<file path="config.mk">
export PLATFORM = sky130hd
export DESIGN_NAME = uart_rx_param
export DESIGN_NICKNAME = d
export VERILOG_FILES = /design/src/rtl/uart_rx_param.sv
export SDC_FILE = /design/constraint.sdc
export NUM_CORES = 1
export LEC_CHECK = 0
export ABC_AREA = 0
export BUFFER_PORTS_ARGS = -buffer_cell sky130_fd_sc_hd__buf_2
export CAP_MARGIN = 20
export CORE_ASPECT_RATIO = 1.2
export CORE_MARGIN = 2
export CORE_UTILIZATION = 50
export CTS_CLUSTER_SIZE = 30
export DETAILED_ROUTE_END_ITERATION = 10
export PLACE_DENSITY = 0.73
export REMOVE_ABC_BUFFERS = 1
export SETUP_SLACK_MARGIN = 0.15
export SLEW_MARGIN = 10
export SYNTH_ARGS = -nofsm -noshare
export SYNTH_HDL_FRONTEND = slang
export SYNTH_SLANG_ARGS = --single-unit
</file>
<file path="constraint.sdc">
create_clock -name clk -period 2.1 [get_ports clk]
set_clock_uncertainty 0.05 [all_clocks]
set_input_delay 0.105 -clock clk [delete_from_list [all_inputs] [get_ports clk]]
set_output_delay 0.105 -clock clk [all_outputs]
set_load 0.005 [all_outputs]
</file>
<file path="src/rtl/uart_rx_param.sv">
// uart_rx_param
//   Parametrised UART receiver: configurable data width, parity (none/even/odd),
//   one or two stop bits, oversampled baud tick, 2-FF input synchroniser,
//   false-start rejection, framing and overrun detection, valid/ack output.
//
// Ports
//   clk            in   system clock
//   reset          in   synchronous, active-high reset
//   rx             in   asynchronous serial line, idles high
//   data           out  received word, LSB = first bit on the line
//   rx_valid       out  data/parity_error/framing_error valid, held until rx_ack
//   rx_ack         in   consumer accepts the held word (ignored while rx_valid = 0)
//   parity_error   out  parity mismatch in the held frame
//   framing_error  out  a stop bit was sampled low in the held frame
//   overrun_error  out  sticky: a frame was dropped while rx_valid was high
//   busy           out  high whenever the receiver is not in IDLE
//
// Build option
//   UART_RX_MAJORITY_EN  when defined, every sample point uses a 2-of-3 majority
//                        of rx_s taken at ticks mid-1, mid and mid+1.
//
// States
//   IDLE   | line idle, waiting for a falling edge on rx_s
//   START  | confirming the start bit at its midpoint
//   DATA   | shifting in DATA_BITS data bits, LSB first
//   PARITY | sampling and checking the parity bit
//   STOP   | sampling STOP_BITS stop bits; frame completes at last midpoint

module uart_rx_param #(
  parameter int CLK_FREQ    = 50000000,
  parameter int BAUD_RATE   = 9600,
  parameter int DATA_BITS   = 8,
  parameter int PARITY_MODE = 1,
  parameter int STOP_BITS   = 1,
  parameter int OVERSAMPLE  = 16
) (
  input  logic                 clk,
  input  logic                 reset,
  input  logic                 rx,
  output logic [DATA_BITS-1:0] data,
  output logic                 rx_valid,
  input  logic                 rx_ack,
  output logic                 parity_error,
  output logic                 framing_error,
  output logic                 overrun_error,
  output logic                 busy
);

  localparam int TICK_DIV = CLK_FREQ / (BAUD_RATE * OVERSAMPLE);
  localparam int TICK_W   = (TICK_DIV > 1) ? $clog2(TICK_DIV) : 1;
  localparam int SAMP_W   = $clog2(OVERSAMPLE + 1);
  localparam int BIDX_W   = $clog2(DATA_BITS);

  localparam logic [TICK_W-1:0] TICK_RELOAD = TICK_W'((TICK_DIV > 0) ? TICK_DIV - 1 : 0);
  localparam logic [SAMP_W-1:0] MID_START   = SAMP_W'(OVERSAMPLE / 2 - 1);
  localparam logic [SAMP_W-1:0] MID_BIT     = SAMP_W'(OVERSAMPLE - 1);
  localparam logic [BIDX_W-1:0] LAST_BIT    = BIDX_W'(DATA_BITS - 1);

  localparam logic [2:0] ST_IDLE   = 3'd0;
  localparam logic [2:0] ST_START  = 3'd1;
  localparam logic [2:0] ST_DATA   = 3'd2;
  localparam logic [2:0] ST_PARITY = 3'd3;
  localparam logic [2:0] ST_STOP   = 3'd4;

  generate
    if (TICK_DIV < 1) begin : g_bad_tick_div
      $error("uart_rx_param: CLK_FREQ / (BAUD_RATE * OVERSAMPLE) must be >= 1");
    end
    if (DATA_BITS < 5 || DATA_BITS > 9) begin : g_bad_data_bits
      $error("uart_rx_param: DATA_BITS must be in 5..9");
    end
    if (PARITY_MODE < 0 || PARITY_MODE > 2) begin : g_bad_parity
      $error("uart_rx_param: PARITY_MODE must be 0, 1 or 2");
    end
    if (STOP_BITS < 1 || STOP_BITS > 2) begin : g_bad_stop
      $error("uart_rx_param: STOP_BITS must be 1 or 2");
    end
    if (OVERSAMPLE < 8 || (OVERSAMPLE % 2) != 0) begin : g_bad_os
      $error("uart_rx_param: OVERSAMPLE must be even and >= 8");
    end
  endgenerate

  logic                 rx_meta;
  logic                 rx_s;
  logic                 rx_s_d;
  logic [TICK_W-1:0]    tick_cnt;
  logic                 tick;
  logic [2:0]           state;
  logic [SAMP_W-1:0]    samp_cnt;
  logic [SAMP_W-1:0]    mid_tgt;
  logic [SAMP_W-1:0]    samp_restart;
  logic [BIDX_W-1:0]    bit_idx;
  logic                 stop_idx;
  logic                 stop_last;
  logic [DATA_BITS-1:0] shreg;
  logic                 perr;
  logic                 ferr;
  logic                 ferr_final;
  logic                 par_exp;
  logic                 sample_now;
  logic                 bit_val;
  logic                 frame_done;

  // Input synchroniser plus one extra stage for falling-edge detection.
  always_ff @(posedge clk) begin
    if (reset) begin
      rx_meta <= 1'b1;
      rx_s    <= 1'b1;
      rx_s_d  <= 1'b1;
    end else begin
      rx_meta <= rx;
      rx_s    <= rx_meta;
      rx_s_d  <= rx_s;
    end
  end

  assign tick = (tick_cnt == '0);

`ifdef UART_RX_MAJORITY_EN
  logic s_early;
  logic s_mid;

  // Capture the two samples preceding the decision tick (mid-1 and mid).
  always_ff @(posedge clk) begin
    if (reset) begin
      s_early <= 1'b1;
      s_mid   <= 1'b1;
    end else if (state != ST_IDLE && tick) begin
      if (samp_cnt == mid_tgt - SAMP_W'(1)) s_early <= rx_s;
      if (samp_cnt == mid_tgt)              s_mid   <= rx_s;
    end
  end
`endif

  always_comb begin
    mid_tgt = (state == ST_START) ? MID_START : MID_BIT;
`ifdef UART_RX_MAJORITY_EN
    // Decide one tick after mid; restart at 1 so the next midpoint keeps
    // its spacing of OVERSAMPLE ticks from this one.
    sample_now   = tick && (samp_cnt == mid_tgt + SAMP_W'(1));
    bit_val      = (s_early & s_mid) | (s_early & rx_s) | (s_mid & rx_s);
    samp_restart = SAMP_W'(1);
`else
    sample_now   = tick && (samp_cnt == mid_tgt);
    bit_val      = rx_s;
    samp_restart = '0;
`endif
  end

  assign stop_last  = (STOP_BITS == 1) || stop_idx;
  assign ferr_final = ferr | ~bit_val;
  assign par_exp    = (^shreg) ^ (PARITY_MODE == 2);
  assign frame_done = (state == ST_STOP) && sample_now && stop_last;
  assign busy       = (state != ST_IDLE);

  always_ff @(posedge clk) begin
    if (reset) begin
      state    <= ST_IDLE;
      tick_cnt <= TICK_RELOAD;
      samp_cnt <= '0;
      bit_idx  <= '0;
      stop_idx <= 1'b0;
      shreg    <= '0;
      perr     <= 1'b0;
      ferr     <= 1'b0;
    end else if (state == ST_IDLE) begin
      // Hold the tick phase and sample count cleared so both restart
      // aligned to the falling edge of the start bit.
      tick_cnt <= TICK_RELOAD;
      samp_cnt <= '0;
      if (rx_s_d && !rx_s) state <= ST_START;
    end else begin
      tick_cnt <= tick ? TICK_RELOAD : tick_cnt - TICK_W'(1);
      if (tick) samp_cnt <= sample_now ? samp_restart : samp_cnt + SAMP_W'(1);

      if (sample_now) begin
        case (state)
          ST_START: begin
            if (bit_val) begin
              state <= ST_IDLE;
            end else begin
              state    <= ST_DATA;
              bit_idx  <= '0;
              stop_idx <= 1'b0;
              shreg    <= '0;
              perr     <= 1'b0;
              ferr     <= 1'b0;
            end
          end
          ST_DATA: begin
            shreg <= {bit_val, shreg[DATA_BITS-1:1]};
            if (bit_idx == LAST_BIT) state <= (PARITY_MODE != 0) ? ST_PARITY : ST_STOP;
            else                     bit_idx <= bit_idx + BIDX_W'(1);
          end
          ST_PARITY: begin
            perr  <= bit_val ^ par_exp;
            state <= ST_STOP;
          end
          ST_STOP: begin
            ferr <= ferr_final;
            if (stop_last) state    <= ST_IDLE;
            else           stop_idx <= 1'b1;
          end
          default: state <= ST_IDLE;
        endcase
      end
    end
  end

  // Output holding register: a completing frame loads if the slot is free or
  // being freed this cycle, otherwise it is dropped and flagged as overrun.
  always_ff @(posedge clk) begin
    if (reset) begin
      data          <= '0;
      rx_valid      <= 1'b0;
      parity_error  <= 1'b0;
      framing_error <= 1'b0;
      overrun_error <= 1'b0;
    end else if (frame_done) begin
      if (!rx_valid || rx_ack) begin
        data          <= shreg;
        parity_error  <= perr;
        framing_error <= ferr_final;
        rx_valid      <= 1'b1;
      end else begin
        overrun_error <= 1'b1;
      end
    end else if (rx_valid && rx_ack) begin
      rx_valid <= 1'b0;
    end
  end

endmodule
</file>
Word level (Yosys, flattened, before mapping)
Cells that the tools add are included.

storage, ports and cells
  register bits after elaboration = 45
  input bits = 4
  output and inout bits = 13
  logic and storage cells = 79

cells by class
  add/subtract/negate cells = 3
  eq/ne operators = 11
  mux-type cells = 19
  bitwise logic cells = 5
  reductions and logical operators = 26

operators by type and width
  cell                                                                 count
  3-bit two-way mux                                                    6
  8-bit one-hot mux with 2 select lines                                1
  4-bit AND reduction                                                  3
  2-bit nonzero test                                                   5
  9-bit logical NOT                                                    1
  3-bit one-hot mux with 3 select lines                                1
  9-bit by 1-bit subtractor with 9-bit output (second input constant)  1
  8-bit two-way mux                                                    1
  8-bit XOR reduction                                                  1
  3-bit by 2-bit == test with 1-bit output (second input constant)     2
  3-bit == test (second input constant)                                2
  3-bit one-hot mux with 2 select lines                                1
  2-bit AND reduction                                                  3
  5-bit by 1-bit adder with 5-bit output (second input constant)       1
  5-bit by 4-bit == test with 1-bit output                             1
  5-bit two-way mux                                                    1
  5-bit AND reduction                                                  1
  1-bit logical AND                                                    4
  1-bit two-way mux                                                    4
  4-bit two-way mux                                                    1
  2-bit by 1-bit != test with 1-bit output (second input constant)     2
  2-bit != test (second input constant)                                2
  1-bit one-hot mux with 2 select lines                                2
  3-bit by 1-bit adder with 3-bit output (second input constant)       1
  other kinds (13)                                                     16

Logic depth before layout (Yosys ltp)
  word-level depth = 7
  mapped depth = 7

Least setup slack after synthesis
Ideal clock, no wire load.

  path kind = register to register
  from = reg tick_cnt[0]
  to = reg perr
  library setup time = 133 ps
  arrival time = 1,986 ps
  setup slack = -69 ps
  stages on the path, launching flop included = 8
  path buffers = 1
  clock period less this slack = 2,169 ps
  cells stage by stage = dfxtp_1 > inv_1 > ha_1 > or4b_1 > or3_4 > buf_2 > o41ai_1 > o41ai_1

between the ends
  word-level cells in the longest chain between the ends = 3

ends and longest elaborated chain
  item                                  RTL line  text
  start: declaration                    86        logic [TICK_W-1:0] tick_cnt;
  start signal: assignment              173       tick_cnt <= tick ? TICK_RELOAD : tick_cnt - TICK_W'(1);
  9-bit logical NOT                     117       assign tick = (tick_cnt == '0);
  1-bit logical AND                     144       sample_now = tick && (samp_cnt == mid_tgt);
  4-bit AND reduction (no source line)  --
  end signal: assignment                196       perr <= bit_val ^ par_exp;
  end: declaration                      96        logic perr;

Every way passes these cells.
A chain may end at the register's enable or synchronous reset.

Worst setup path in the final report
  from = reg tick_cnt[1]
  to = reg data[5]

between the ends
  word-level cells in the longest chain between the ends = 4

ends and longest elaborated chain
  item                                  RTL line  text
  9-bit logical NOT                     117
  1-bit logical AND                     144
  1-bit logical AND                     153       assign frame_done = (state == ST_STOP) && sample_now && stop_last;
  2-bit AND reduction (no source line)  --
  end signal: assignment                221       data <= shreg;
  end: declaration                      40        output logic [DATA_BITS-1:0] data,

Every way passes these cells.

==> results.cfg <==
[synth]
synth.cell_area_mm2 = 0.002136
ys_warn_count = 0
synth_area_per_cell_um2 = 8.826
seq_area_frac_synth_pct = 42.18
synth-seq-cells = 45
syn_inst = 242
netlist-cell-type-count = 41

[critical_path]
worstPathCellList = inv_2 > ha_4 > or4b_4 > or3_4 > buf_6 > buf_8 > o31ai_4 > a21oi_2
critPathKind = register to register
slowest_stage = or4b_4
crit_family = simple AND/OR/NAND/NOR gates
crit_end = data[5]
setup.worst_path.start = tick_cnt[1]
cp_data_arrival_time_ps = 2260
cp_max_fo = 6
worstPathRequired_ps = 2220
timing.rr.start = tick_cnt[1]
cp.depth = 8
max_stage_delay_ps = 480
r2r_slack_ps = -40
rr_worst_depth = 8
end_kind = register
critPathLaunchType = register
timing.rr.end = data[5]
path_buf_inv = 3

[floorplanning]
dieArea_mm2 = 0.004812
core_area_mm2 = 0.004197
fp.dieH_um = 75.60
ios = 17
rows = 26
initial_core_util_pct = 50.89
die_w_um = 63.66

[timing]
hold_viol = 0
tightestPinTransition_ps = 824.2
fmax_ghz = 0.4666
setup_ws_ps = -43.11
rsz0062_at_grt = true
fin_crit_sh_pct = 102.1
worst_hold_slack_ps = 179.5
final-max-slew-violation-count = 0
slew_headroom_pct = 44.55
period_needed_ps = 2143
setup_viol = 9

[power]
clock_power_share_pct = 36.5
seqPwrFrac_pct = 51.0
vdd_drop_max_uv = 300.7
swShare_pct = 24.12
powerDensity_mw_per_mm2 = 609.5
leakage_nw = 1.014
finalPower_mw = 1.713
power_switching_mw = 0.4131
internal_power_mw = 1.300
combPwrFrac_pct = 12.5

[grt]
antenna_found_initial = 0
grt_pass1_vias = 1795
grt_max_degree = 37
grt_overflow_total = 0
grt_usage_pct = 21.76
grt_pass1_wl_um = 8183

[status]
violations = setup timing
status = complete, but fails checks

[final_layout]
drive_gt1_share_pct = 31.12
syn2layout_area_growth_pct = 31.58
n_antenna_cell = 0
postLayoutCoreUtil_pct = 66.96
fin_nets = 295
final_cell_area_mm2 = 0.002810

[detailed_routing]
via_per_inst = 5.857
first_pass_iters = 5
ant_nets = 0
wl_um = 5161
wl_per_cell_um = 15.09
drcViolationCount = 0
drt-initial-drc-count = 106
dr_total_vias = 2003

[place]
dp_hpwl_um = 3276
io_buffer_count = 16
place_ws_ps = -117.9
globalplace.congestion = 0.8511
postPlaceCellArea_mm2 = 0.002429

[cts]
numCtsBuffers = 5
cts_sinks = 45
cts.path.max_buffers = 2
htree_levels = 2
cts.clk_slew.worst_paths_ps = 80
cts_tree = yes
clockRootBuffer = clkbuf_8
insertion_delay_ps = 300

[worst_hold_path]
hold-path-cell-count = 4
hold_path.class = input pin to register

[flow_run]
maxCapViolCount = 0
-- power by group through the flow --
| stage | registers [mW] | logic [mW] | clock network [mW] |
|---|---|---|---|
| 2_1_floorplan | 0.902 | 0.0929 | 0 |
| 4_1_cts | 0.874 | 0.202 | 0.643 |
| 3_5_place_dp | 0.892 | 0.187 | 0 |
| 5_1_grt | 0.876 | 0.235 | 0.674 |
| 6_report | 0.874 | 0.214 | 0.624 |
| 3_3_place_gp | 0.892 | 0.184 | 0 |
-- layout make-up --
class | count | area (um^2)
Clock buffer | 5 | 68.82
Timing Repair Buffer | 52 | 379.1
Inverter | 9 | 33.78
Multi-Input combinational cell | 173 | 1320
Clock inverter | 2 | 35.03
Tap cell | 56 | 70.07
Fill cell | 324 | 1386
Sequential cell | 45 | 903.4
-- timing repair --
item,CTS,global route
hold buffers,1,0
pin swaps,14,22
endpoints found under the hold margin,1,0
setup endpoints to repair,28,31
buffers inserted,4,3
resized for setup,21,28
cloned,1,0
-- sequential cells by signal (all words and copies together), names as in the netlist --
signal	count
bit_idx	3
ferr	1
state	3
rx_valid	1
rx_meta	1
data	8
parity_error	1
rx_s_d	1
tick_cnt	9
bit_val	1
framing_error	1
samp_cnt	5
shreg	8
perr	1
overrun_error	1
-- routing by layer --
layer,global-route usage (%),vias to the layer above,part of all wire (%)
met5,0,-,0
met2,40.82,60,54
li1,-,990,-
met3,4.727,12,3.5
met4,9.420,0,2.2
met1,24.01,941,40
-- cells by family (layout without fill, tap and decap cells) --
kind of cell / count (synthesis) / after routing / synth area share (%)
AND/OR/NAND/NOR: 90 / 90 / 23.96
AO/OA/AOI/OAI: 60 / 60 / 18.22
flip-flops: 45 / 45 / 42.18
buffers and inverters: 24 / 68 / 4.393
XOR/XNOR: 15 / 15 / 6.796
adder cells (fa/ha/maj): 5 / 5 / 2.929
multiplexers: 3 / 3 / 1.523
-- synthesized netlist by cell type, drive strengths merged --
library cell / instances / area, um^2
xor2: 3 / 26.28
xnor2: 11 / 96.34
o31ai: 9 / 67.56
or4: 4 / 30.03
a21oi: 24 / 120.1
or2: 5 / 31.28
a41oi: 3 / 26.28
nor4b: 2 / 17.52
o21ai: 11 / 55.05
and4: 1 / 8.760
nand2: 11 / 41.29
xnor3: 1 / 22.52
nor3: 7 / 40.04
or4b: 2 / 20.02
dfxtp: 45 / 900.9
a211o: 2 / 17.52
nor4: 3 / 18.77
a2111o: 1 / 11.26
inv: 9 / 33.78
clkbuf: 11 / 41.29
a32o: 3 / 30.03
nor2b: 9 / 56.30
nand4: 16 / 100.1
nand2b: 3 / 18.77
mux2i: 1 / 10.01
buf: 4 / 18.76
a32oi: 1 / 8.760
o41ai: 2 / 17.52
or3: 1 / 11.26
o32ai: 1 / 8.760
ha: 5 / 62.56
nand3: 8 / 40.04
nand3b: 1 / 7.510
mux2: 2 / 22.52
and3: 1 / 6.260
nor3b: 1 / 7.510
nor2: 15 / 56.30
a311oi: 3 / 26.28
-- layout by cell type, fill, tap and decap left out, drive strengths merged, types with 2 or more instances in the layout --
cell and n:
or2 5, o41ai 2, a311oi 3, mux2 2, nand2 11, nor4 3
o31ai 9, a21oi 24, nand3 8, a211o 2, nor2 15, ha 5
nor3 7, xor2 3, or4 4, clkbuf 5, a32o 3, nand4 16
o21ai 11, or4b 2, nand2b 3, inv 9, a41oi 3, nor4b 2
dfxtp 45, nor2b 9, xnor2 11, buf 51
-- tightest hold or removal path, cell delays in order --
cell and delay (ps):
buf_2 80, nor2b_1 40, a41oi_1 200, nor2_1 60
-- through the flow --
step                      TNS (ps)  instances
after detailed placement    -652.3        326
after floorplan              -4306        227
after global placement      -163.9        326
after global routing         -1260        342
final                       -211.5        342
after CTS                   -242.3        339
-- worst min-delay path by stage --
| stage | from | end | slack [ps] |
|---|---|---|---|
| global route | rx_ack | overrun_error | 200 |
| CTS | rx_ack | rx_valid | 150 |
| global placement | rx | rx_meta | 240 |
| floorplan | reset | data[0] | 120 |
| finish | rx_ack | overrun_error | 180 |
| detailed placement | rx | rx_meta | 240 |
Power figures use the tool's default switching activity.
